==> src/rtl/fir_sequencer.sv <==
// Control engine for the FIR datapath: walks samples n and taps k, drives memory reads, MAC control and result writes.
// Optional macro SEQ_CYCLE_CNT_EN adds the 32-bit busy-cycle counter output Cykle.
module fir_sequencer #(
    parameter int RD_LAT = 1,
    parameter int ADR_W  = 14
) (
    input  logic             clk_b,
    input  logic             rst,
    input  logic             Start,
    input  logic [5:0]       Ile_wsp,
    input  logic [ADR_W-1:0] Ile_probek,
    output logic             Pracuje,
    output logic             DONE,
    output logic             rd_en,
    output logic [ADR_W-1:0] adr_probki,
    output logic [5:0]       adr_wsp,
    output logic             mac_clr,
    output logic             mac_en,
    output logic             wr_wyn,
    output logic [ADR_W-1:0] adr_wyn
`ifdef SEQ_CYCLE_CNT_EN
    ,
    output logic [31:0]      Cykle
`endif
);

    typedef enum logic [2:0] {
        IDLE  = 3'd0,
        LOAD  = 3'd1,
        ISSUE = 3'd2,
        DRAIN = 3'd3,
        WRITE = 3'd4,
        FIN   = 3'd5
    } state_t;

    localparam logic [2:0] DRAIN_LAST = 3'(RD_LAT - 1);

    state_t           state;
    state_t           state_n;
    logic             start_q;
    logic             start_ev;
    logic [5:0]       wsp_l;
    logic [ADR_W-1:0] prb_l;
    logic [ADR_W-1:0] n;
    logic [ADR_W-1:0] n_inc;
    logic [5:0]       k;
    logic [ADR_W-1:0] k_ext;
    logic             k_last;
    logic [2:0]       drain_cnt;
    logic [RD_LAT-1:0] en_pipe;
    logic [RD_LAT-1:0] clr_pipe;

    // Start/DONE handshake: Start is a level, a run is requested by its 0->1 edge and is only
    // accepted in IDLE or FIN; DONE stays high until the next accepted request clears it.
    assign start_ev = Start & ~start_q;
    assign n_inc    = n + {{(ADR_W-1){1'b0}}, 1'b1};
    assign k_ext    = ADR_W'(k);
    assign k_last   = (k == wsp_l - 6'd1);

    always_ff @(posedge clk_b) begin
        if (rst) begin
            state   <= IDLE;
            start_q <= 1'b0;
        end else begin
            state   <= state_n;
            start_q <= Start;
        end
    end

    always_comb begin
        state_n    = state;
        Pracuje    = 1'b0;
        DONE       = 1'b0;
        rd_en      = 1'b0;
        adr_probki = '0;
        adr_wsp    = '0;
        wr_wyn     = 1'b0;
        adr_wyn    = '0;
        case (state)
            IDLE: begin
                if (start_ev) state_n = LOAD;
            end
            LOAD: begin
                Pracuje = 1'b1;
                // The latched copies are written on this edge, so decide on the live inputs.
                if (Ile_wsp == 6'd0 || Ile_probek == '0) state_n = FIN;
                else                                      state_n = ISSUE;
            end
            ISSUE: begin
                Pracuje    = 1'b1;
                adr_wsp    = k;
                adr_probki = n - k_ext;
                rd_en      = (k_ext <= n);
                if (k_last) state_n = DRAIN;
            end
            DRAIN: begin
                Pracuje = 1'b1;
                if (drain_cnt == DRAIN_LAST) state_n = WRITE;
            end
            WRITE: begin
                Pracuje = 1'b1;
                wr_wyn  = 1'b1;
                adr_wyn = n;
                if (n_inc == prb_l) state_n = FIN;
                else                state_n = ISSUE;
            end
            FIN: begin
                DONE = 1'b1;
                if (start_ev) state_n = LOAD;
            end
            default: state_n = IDLE;
        endcase
    end

    always_ff @(posedge clk_b) begin
        if (rst) begin
            wsp_l     <= '0;
            prb_l     <= '0;
            n         <= '0;
            k         <= '0;
            drain_cnt <= '0;
        end else begin
            case (state)
                LOAD: begin
                    wsp_l     <= Ile_wsp;
                    prb_l     <= Ile_probek;
                    n         <= '0;
                    k         <= '0;
                    drain_cnt <= '0;
                end
                ISSUE: begin
                    k         <= k_last ? 6'd0 : k + 6'd1;
                    drain_cnt <= '0;
                end
                DRAIN: drain_cnt <= drain_cnt + 3'd1;
                WRITE: n <= n_inc;
                default: ;
            endcase
        end
    end

    // Read strobes ride a RD_LAT-deep pipe so MAC control lines up with returning data.
    always_ff @(posedge clk_b) begin
        if (rst) begin
            en_pipe  <= '0;
            clr_pipe <= '0;
        end else begin
            en_pipe[0]  <= rd_en;
            clr_pipe[0] <= rd_en && (k == 6'd0);
            for (int i = 1; i < RD_LAT; i++) begin
                en_pipe[i]  <= en_pipe[i-1];
                clr_pipe[i] <= clr_pipe[i-1];
            end
        end
    end

    assign mac_en  = en_pipe[RD_LAT-1];
    assign mac_clr = clr_pipe[RD_LAT-1];

`ifdef SEQ_CYCLE_CNT_EN
    // LOAD is itself a busy cycle, so the count restarts at 1 and ends equal to the run length.
    always_ff @(posedge clk_b) begin
        if (rst)                             Cykle <= '0;
        else if (state == LOAD)              Cykle <= 32'd1;
        else if (Pracuje && (Cykle != '1))   Cykle <= Cykle + 32'd1;
    end
`endif

endmodule

==> config.mk <==
export PLATFORM = sky130hd
export DESIGN_NAME = fir_sequencer
export DESIGN_NICKNAME = d
export VERILOG_FILES = /design/src/rtl/fir_sequencer.sv
export SDC_FILE = /design/constraint.sdc
export NUM_CORES = 1
export LEC_CHECK = 0
export CAP_MARGIN = 20
export CORE_ASPECT_RATIO = 1.75
export CORE_MARGIN = 1
export CORE_UTILIZATION = 60
export DETAILED_ROUTE_END_ITERATION = 10
export DONT_BUFFER_PORTS = 1
export GPL_ROUTABILITY_DRIVEN = 1
export PLACE_DENSITY = 0.87
export SYNTH_ARGS = -nofsm -noshare
export SYNTH_HDL_FRONTEND = slang
export SYNTH_SLANG_ARGS = --single-unit
==> constraint.sdc <==
create_clock -name clk_b -period 3.96 [get_ports clk_b]
set_input_delay 0.594 -clock clk_b [delete_from_list [all_inputs] [get_ports clk_b]]
set_output_delay 0.594 -clock clk_b [all_outputs]
set_load 0.02 [all_outputs]
==> reports/summary.log, run 1 <==
qor: status.outcome completed
qor: sta.hold_viol_final 0
qor: clock_tree.clk-insertion-delay-late 0.31 ns
qor: placed_design.place.detailed.hpwl 6060 µm
qor: finish.finish.cell_count_without_fillers 522
qor: sta.final.setup_skew 0.00413 ns
qor: placed_design.routabilityCongestion 0.951
qor: worst_setup_path.regToRegEndpoint state[2]$_SDFFE_PP0P_
qor: sta.final-setup-viol-count 0
qor: worst_setup_path.reg2regPathDepth 8
qor: finish.antenna-diode-count 0
qor: synth.syn_inst 469
qor: detailed_routing.route.met3.wl 569 µm
qor: detailed_routing.drt.antenna.violating_nets 0
qor: finish.final_cell_area 0.00347 mm²
qor: sta.fmax 281 MHz
qor: finish.finalNetCount 483
qor: min_path.hold_critical_path_endpoint wsp_l[1]$_SDFFE_PP0P_
qor: grt.first_pass_grt_wire_length 13300 µm
qor: synth.synthDominantAreaCellType dfxtp_1
qor: grt.antenna_found_initial 0
qor: sta.timing_worst_slew_pin_value 0.940 ns
qor: clock_tree.number_of_clock_sinks 49
qor: placed_design.placement.cell_area 0.00337 mm²
qor: detailed_routing.count_of_tritonroute_iterations_in_the_first_routing_pass 5
qor: clock_tree.clock-root-buffer clkbuf_8
qor: pwr.max-vdd-ir-drop 0.300 mV
qor: min_path.hold_depth 1
qor: min_path.hp-start rst
qor: pwr.power.clock.fraction 0.182
qor: synth.synth_edf_count 0
qor: floorplanning.die_x 58.8 µm
qor: detailed_routing.dr_total_vias 3320
qor: synth.post_synth_instance_area 0.00338 mm²
qor: floorplanning.top_level_ports 63
qor: worst_setup_path.critical_path.max_fanout 6
qor: worst_setup_path.crit_path_end_kind output pin
qor: worst_setup_path.crit_type flip-flop to output pin
qor: clock_tree.max-clock-path-buffers 2
qor: detailed_routing.per_cell_via_count_in_the_routed_design 6.36
qor: worst_setup_path.ff_to_ff_start n[1]$_SDFFE_PP0P_
qor: detailed_routing.drt_first_iter_violations 215
qor: detailed_routing.met2_length 4290 µm
qor: finish.layout_common_cells nand2_1, dfxtp_1, a21oi_1, nor2_1, o21ai_0
qor: detailed_routing.drc 0
qor: min_path.worst_hold_path_type primary input to flip-flop
qor: clock_tree.cts_resized 0
qor: pwr.power.density_cell_area 495 mW/mm²
qor: finish.n_fill_cell 482
qor: synth.synth_ff_type dfxtp_1
qor: sta.fin_crit_sh 0.899
qor: grt.grt_start_max_net_pins 52
qor: grt.globalRoute.totalOverflow 0
qor: clock_tree.worst_setup_hold_path_clk_slew 0.09 ns
qor: synth.synth.avg_cell_area 7.21 µm²
qor: synth.synth.net_count 505
qor: detailed_routing.detail_route.wl_per_cell 16.1 µm
qor: sta.worst_slew_margin_rel 0.372
qor: pwr.intPower 0.973 mW
qor: pwr.power_leakage 1.23 nW
qor: clock_tree.tritoncts built
qor: clock_tree.numCtsBuffers 5
qor: worst_setup_path.cp_data_required_time 3.37 ns
qor: worst_setup_path.worstSetupStartpoint k[5]$_SDFFE_PP0P_
qor: detailed_routing.wl_met1 3360 µm
qor: pwr.sw_frac_of_total 0.433
qor: placed_design.pre_cts_slack 0.746 ns
qor: synth.yosysSeqAreaShare 0.290
qor: finish.area_delta_synth_final 2.44%
qor: pwr.totalPowerFinal 1.72 mW
qor: sta.post-route-min-period 3.56 ns
qor: floorplanning.core_region_area 0.00534 mm²
qor: placed_design.post-place-cells 514
qor: pwr.power.combinational.fraction 0.434
qor: grt.track_usage 0.287
qor: detailed_routing.route.final.wire_length 8390 µm
qor: synth.yosys_warnings 0
qor: finish.layout.core_utilization 0.649
qor: worst_setup_path.crit_arrival 2.97 ns
qor: run.maxCapViolCount 0
qor: synth.synth.area.top_cells dfxtp_1, nand2_1, a21oi_1, xnor2_1, nor2_1
qor: sta.setup_tns 0 ns
qor: sta.hold-worst-slack 0.345 ns
qor: synth.synth.distinct_cells 56
qor: placed_design.io_buffer_count 0
qor: synth.postSynthRegisterBits 49
qor: grt.grt_pass1_vias 2923
qor: finish.drive_gt1_frac 0.0469
qor: clock_tree.cts_hold_buf 0
qor: sta.maxSlewViolCount 0
qor: sta.worst_slack 0.399 ns
qor: finish.layout_commonest_cell nand2_1
qor: clock_tree.cts.repair_timing.setup_buffer_count 0
qor: detailed_routing.route.top_layer_used met4
qor: pwr.seq_power_share 0.384
qor: floorplanning.start_util 0.633
qor: worst_setup_path.worst_setup_path_start_kind flip-flop
qor: clock_tree.cts_htree_levels 2
qor: worst_setup_path.timing.reg2reg.setup_slack 1.29 ns
qor: synth.yosysTopAreaCellShare 0.290
qor: sta.rsz0062_at_grt false
qor: floorplanning.placement_rows 35
qor: floorplanning.fp.dieH 101 µm
qor: floorplanning.fp.dieArea 0.00595 mm²
qor: pwr.power.net_switching 0.744 mW
qor: synth.ys_async_sr_fraction 0
[state kept, by name, indices dropped and copies added (netlist names)]
signal / cells
n: 14
prb_l: 14
k: 6
wsp_l: 6
drain_cnt: 3
state: 3
mac_clr: 1
mac_en: 1
start_q: 1
[how the worst max path moves through the flow]
stage | depth (start not counted) | slack, ns | endpoint
3_3_place_gp | 7 | 0.81 | adr_probki[13]
3_5_place_dp | 7 | 0.75 | adr_probki[13]
6_report | 7 | 0.40 | adr_probki[13]
4_1_cts | 7 | 0.41 | adr_probki[13]
2_1_floorplan | 7 | 0.89 | adr_probki[13]
5_1_grt | 8 | 0.22 | adr_probki[13]
[cell families after synthesis]
logic type      count (synthesis)  synth area share
simple gates                  219             0.329
mux                             2           0.00666
fa+ha+maj                      13            0.0503
buf+inv                        50            0.0592
xor+xnor                       29            0.0751
flops                          49             0.290
compound gates                107             0.190
[power groups by stage]
stage / sequential, mW / clock (mW) / combinational (mW)
final: 0.659 / 0.312 / 0.746
after global routing: 0.671 / 0.338 / 0.826
after CTS: 0.656 / 0.317 / 0.741
after detailed placement: 0.667 / 0 / 0.735
after global placement: 0.663 / 0 / 0.712
after floorplan: 0.629 / 0 / 0.614
[critical path: stages, from the launching register on]
cell	delay (ns)
dfxtp_1	0.41
inv_1	0.12
ha_1	0.25
or4_4	0.45
or3_4	0.36
or3_4	0.36
or3_1	0.31
a21oi_1	0.41
[metal layers]
layer,up-vias,GRT usage
met4,0,0.132
met2,146,0.519
met1,1552,0.317
met3,17,0.0511
li1,1605,-
met5,-,0
[Yosys cell counts (2+ instances only)]
cell and number:
nand3b_1 2, a21oi_1 47, nor2_1 42, nor3_1 14, buf_1 2, or4_1 2, nand2_1 70, xnor2_1 21
a22oi_1 2, a311oi_1 3, and4_1 4, a211o_1 2, a211oi_1 4, or3_4 2, a31oi_1 2, inv_1 17
nor2b_1 10, nand4_1 4, a22o_1 2, clkbuf_1 26, buf_2 4, nor3b_1 4, and3_1 20, o21ai_0 26
o31ai_1 4, a311o_1 2, mux2_2 2, dfxtp_1 49, nand3_1 14, ha_1 12, and2_1 2, nand2b_1 6
xor2_1 8, nor4_1 10, or3_1 7
[area by class of cell]
type | count | area, µm² | share of cell area
multi-input cells | 370 | 2200 | 0.635
flip-flops and latches | 49 | 981 | 0.283
well taps | 74 | 92.6 | 0.0267
clock buffers | 6 | 82.6 | 0.0238
clock inverters | 2 | 13.8 | 0.00397
repair buffers | 4 | 30.0 | 0.00866
inverters | 17 | 63.8 | 0.0184
Power figures use the tool's default switching activity.
==> inputs of run 2 (changes only) <==
--- a/config.mk
+++ b/config.mk
@@ -6,13 +6,13 @@
 export NUM_CORES = 1
 export LEC_CHECK = 0
 export CAP_MARGIN = 20
-export CORE_ASPECT_RATIO = 1.75
+export CORE_ASPECT_RATIO = 0.6
 export CORE_MARGIN = 1
 export CORE_UTILIZATION = 60
 export DETAILED_ROUTE_END_ITERATION = 10
 export DONT_BUFFER_PORTS = 1
 export GPL_ROUTABILITY_DRIVEN = 1
-export PLACE_DENSITY = 0.87
+export PLACE_DENSITY = 0.85
 export SYNTH_ARGS = -nofsm -noshare
 export SYNTH_HDL_FRONTEND = slang
 export SYNTH_SLANG_ARGS = --single-unit
==> constraint.sdc (replaced) <==
create_clock -name clk_b -period 4.28 [get_ports clk_b]
set_input_delay 0.642 -clock clk_b [delete_from_list [all_inputs] [get_ports clk_b]]
set_output_delay 0.642 -clock clk_b [all_outputs]
set_load 0.02 [all_outputs]
==> run 2 against run 1 <==
Effect of this change: critical path depth grew 2; largest cell class unchanged; non-clock buffer count shrank 2; design area shrank 0.90%.
==> reports/summary.log, run 2 (synthesis gave the netlist of run 1 again) <==
qor: detailed_routing.drt_first_iter_violations 330
qor: sta.maxSlewViolCount 0
qor: grt.grt_pass1_vias 2908
qor: detailed_routing.drc 0
qor: worst_setup_path.regToRegEndpoint n[4]$_SDFFE_PP0P_
qor: worst_setup_path.ff_to_ff_start state[2]$_SDFFE_PP0P_
qor: sta.post-route-min-period 3.64 ns
qor: detailed_routing.drt.antenna.violating_nets 0
qor: worst_setup_path.timing.reg2reg.setup_slack 1.40 ns
qor: pwr.sw_frac_of_total 0.440
qor: sta.hold_viol_final 0
qor: floorplanning.start_util 0.647
qor: pwr.power.clock.fraction 0.178
qor: pwr.max-vdd-ir-drop 0.208 mV
qor: clock_tree.cts.repair_timing.setup_buffer_count 0
qor: pwr.totalPowerFinal 1.59 mW
qor: placed_design.routabilityCongestion 0.946
qor: status.outcome completed
qor: clock_tree.number_of_clock_sinks 49
qor: detailed_routing.count_of_tritonroute_iterations_in_the_first_routing_pass 5
qor: sta.setup_tns 0 ns
qor: worst_setup_path.cp_data_required_time 3.64 ns
qor: placed_design.io_buffer_count 0
qor: finish.layout_commonest_cell nand2_1
qor: finish.antenna-diode-count 0
qor: clock_tree.tritoncts built
qor: grt.first_pass_grt_wire_length 14500 µm
qor: finish.multi_input_comb_area 0.00220 mm²
qor: clock_tree.cts_resized 0
qor: sta.rsz0062_at_grt false
qor: clock_tree.numCtsBuffers 5
qor: detailed_routing.per_cell_via_count_in_the_routed_design 6.44
qor: finish.area.sequential 981 µm²
qor: clock_tree.max-clock-path-buffers 2
qor: detailed_routing.dr_total_vias 3290
qor: pwr.intPower 0.891 mW
qor: grt.grt_start_max_net_pins 52
qor: worst_setup_path.worstSetupStartpoint k[1]$_SDFFE_PP0P_
qor: floorplanning.placement_rows 20
qor: floorplanning.die_x 98.9 µm
qor: clock_tree.worst_setup_hold_path_clk_slew 0.10 ns
qor: clock_tree.cts_hold_buf 0
qor: worst_setup_path.crit_path_end_kind output pin
qor: worst_setup_path.ordered_list_of_cells_on_the_worst_path inv_1 > ha_1 > nor2b_1 > o21ai_0 > a21boi_0 > o21ai_0 > a21boi_1 > or4_1 > a21oi_1
qor: worst_setup_path.crit_path_end adr_probki[7]
qor: detailed_routing.route.final.wire_length 8970 µm
qor: grt.globalRoute.totalOverflow 0
qor: floorplanning.fp.dieH 60.2 µm
qor: pwr.seq_power_share 0.390
qor: worst_setup_path.critical_path.max_fanout 9
qor: finish.finalNetCount 481
qor: worst_setup_path.worst_setup_path_start_kind flip-flop
qor: placed_design.place.detailed.hpwl 6640 µm
qor: pwr.power.net_switching 0.700 mW
qor: pwr.power.density_cell_area 463 mW/mm²
qor: floorplanning.fp.dieArea 0.00595 mm²
qor: floorplanning.top_level_ports 63
qor: worst_setup_path.cp_slowest_cell or4_1
qor: pwr.power_leakage 1.21 nW
qor: grt.track_usage 0.317
qor: finish.reg_top3 n (14), prb_l (14)
qor: grt.antenna_found_initial 0
qor: sta.final-setup-viol-count 0
qor: run.maxCapViolCount 0
qor: detailed_routing.detail_route.wl_per_cell 17.6 µm
qor: worst_setup_path.most_frequent_cp_cell o21ai_0
qor: sta.final.setup_skew 0.0128 ns
qor: sta.timing_worst_slew_pin_value 0.907 ns
qor: min_path.worst_hold_path_type primary input to flip-flop
qor: finish.area_delta_synth_final 1.52%
qor: finish.n_fill_cell 490
qor: sta.fmax 275 MHz
qor: worst_setup_path.cp_slowest_stage_delay 0.45 ns
qor: floorplanning.core_region_area 0.00523 mm²
qor: clock_tree.clock-root-buffer clkbuf_8
qor: sta.worst_slew_margin_rel 0.395
qor: worst_setup_path.crit_arrival 3.00 ns
qor: finish.layout_common_cells nand2_1, dfxtp_1, a21oi_1, nor2_1, o21ai_0
qor: clock_tree.cts_htree_levels 2
qor: sta.fin_crit_sh 0.850
qor: worst_setup_path.crit_type flip-flop to output pin
qor: clock_tree.clk-insertion-delay-late 0.31 ns
qor: finish.drive_gt1_frac 0.0404
qor: worst_setup_path.reg2regPathDepth 5
qor: pwr.power.combinational.fraction 0.432
-- run 2: changes by cell type in the layout (fill, tap and decap cells not counted) --
cell	change
clkinv_4	-1
buf_4	-2
clkinvlp_4	+1
clkinv_2	-1
-- run 2: worst min-delay path by stage --
stage	slack [ns]	from	cells after the start	end
4_1_cts	0.39	rst	1	wsp_l[2]$_SDFFE_PP0P_
5_1_grt	0.38	rst	1	n[3]$_SDFFE_PP0P_
2_1_floorplan	0.45	prb_l[0]$_SDFFE_PP0P_	2	prb_l[0]$_SDFFE_PP0P_
6_report	0.40	rst	1	n[3]$_SDFFE_PP0P_
3_5_place_dp	0.45	prb_l[4]$_SDFFE_PP0P_	2	prb_l[4]$_SDFFE_PP0P_
3_3_place_gp	0.45	prb_l[13]$_SDFFE_PP0P_	2	prb_l[13]$_SDFFE_PP0P_
-- run 2: per-layer routing --
metal,track usage,part of all wire,vias to the layer above
li1,-,-,1601
met2,0.460,0.41,181
met3,0.0807,0.12,4
met4,0.0682,0.0045,0
met5,0,0,-
met1,0.469,0.47,1504
-- run 2: area by class of cell --
type	count	share of cell area
Clock buffer	6	0.0240
Clock inverter	1	0.00219
Inverter	17	0.0186
Multi-Input combinational cell	370	0.641
Sequential cell	49	0.286
Tap cell	66	0.0240
Timing Repair Buffer	2	0.00437
-- run 2: power by group through the flow --
stage | logic [mW] | clock network (mW) | registers, mW
finish | 0.688 | 0.283 | 0.620
global route | 0.768 | 0.309 | 0.627
CTS | 0.677 | 0.286 | 0.614
detailed placement | 0.672 | 0 | 0.625
global placement | 0.652 | 0 | 0.618
floorplan | 0.568 | 0 | 0.582
-- run 2: stage by stage --
step           hold WS [ns]  cell area (µm²)   util  worst slack [ns]  instances
2_1_floorplan         0.448             3380      -              1.17        469
3_3_place_gp          0.453             3340  0.639              1.10        504
3_5_place_dp          0.454             3340  0.639              1.01        504
4_1_cts               0.389             3430  0.657             0.662        511
5_1_grt               0.381             3430  0.657             0.354        511
6_report              0.400             3430  0.657             0.641        511
-- run 2: worst max-delay path: cells and delay by family, from the launching register on --
kind	cells	cell delay, ns
AOI/OAI and AO/OA	5	1.19
and+or+nand+nor	2	0.59
DFF	1	0.43
adders and majority gates	1	0.32
buffers and inverters	1	0.15
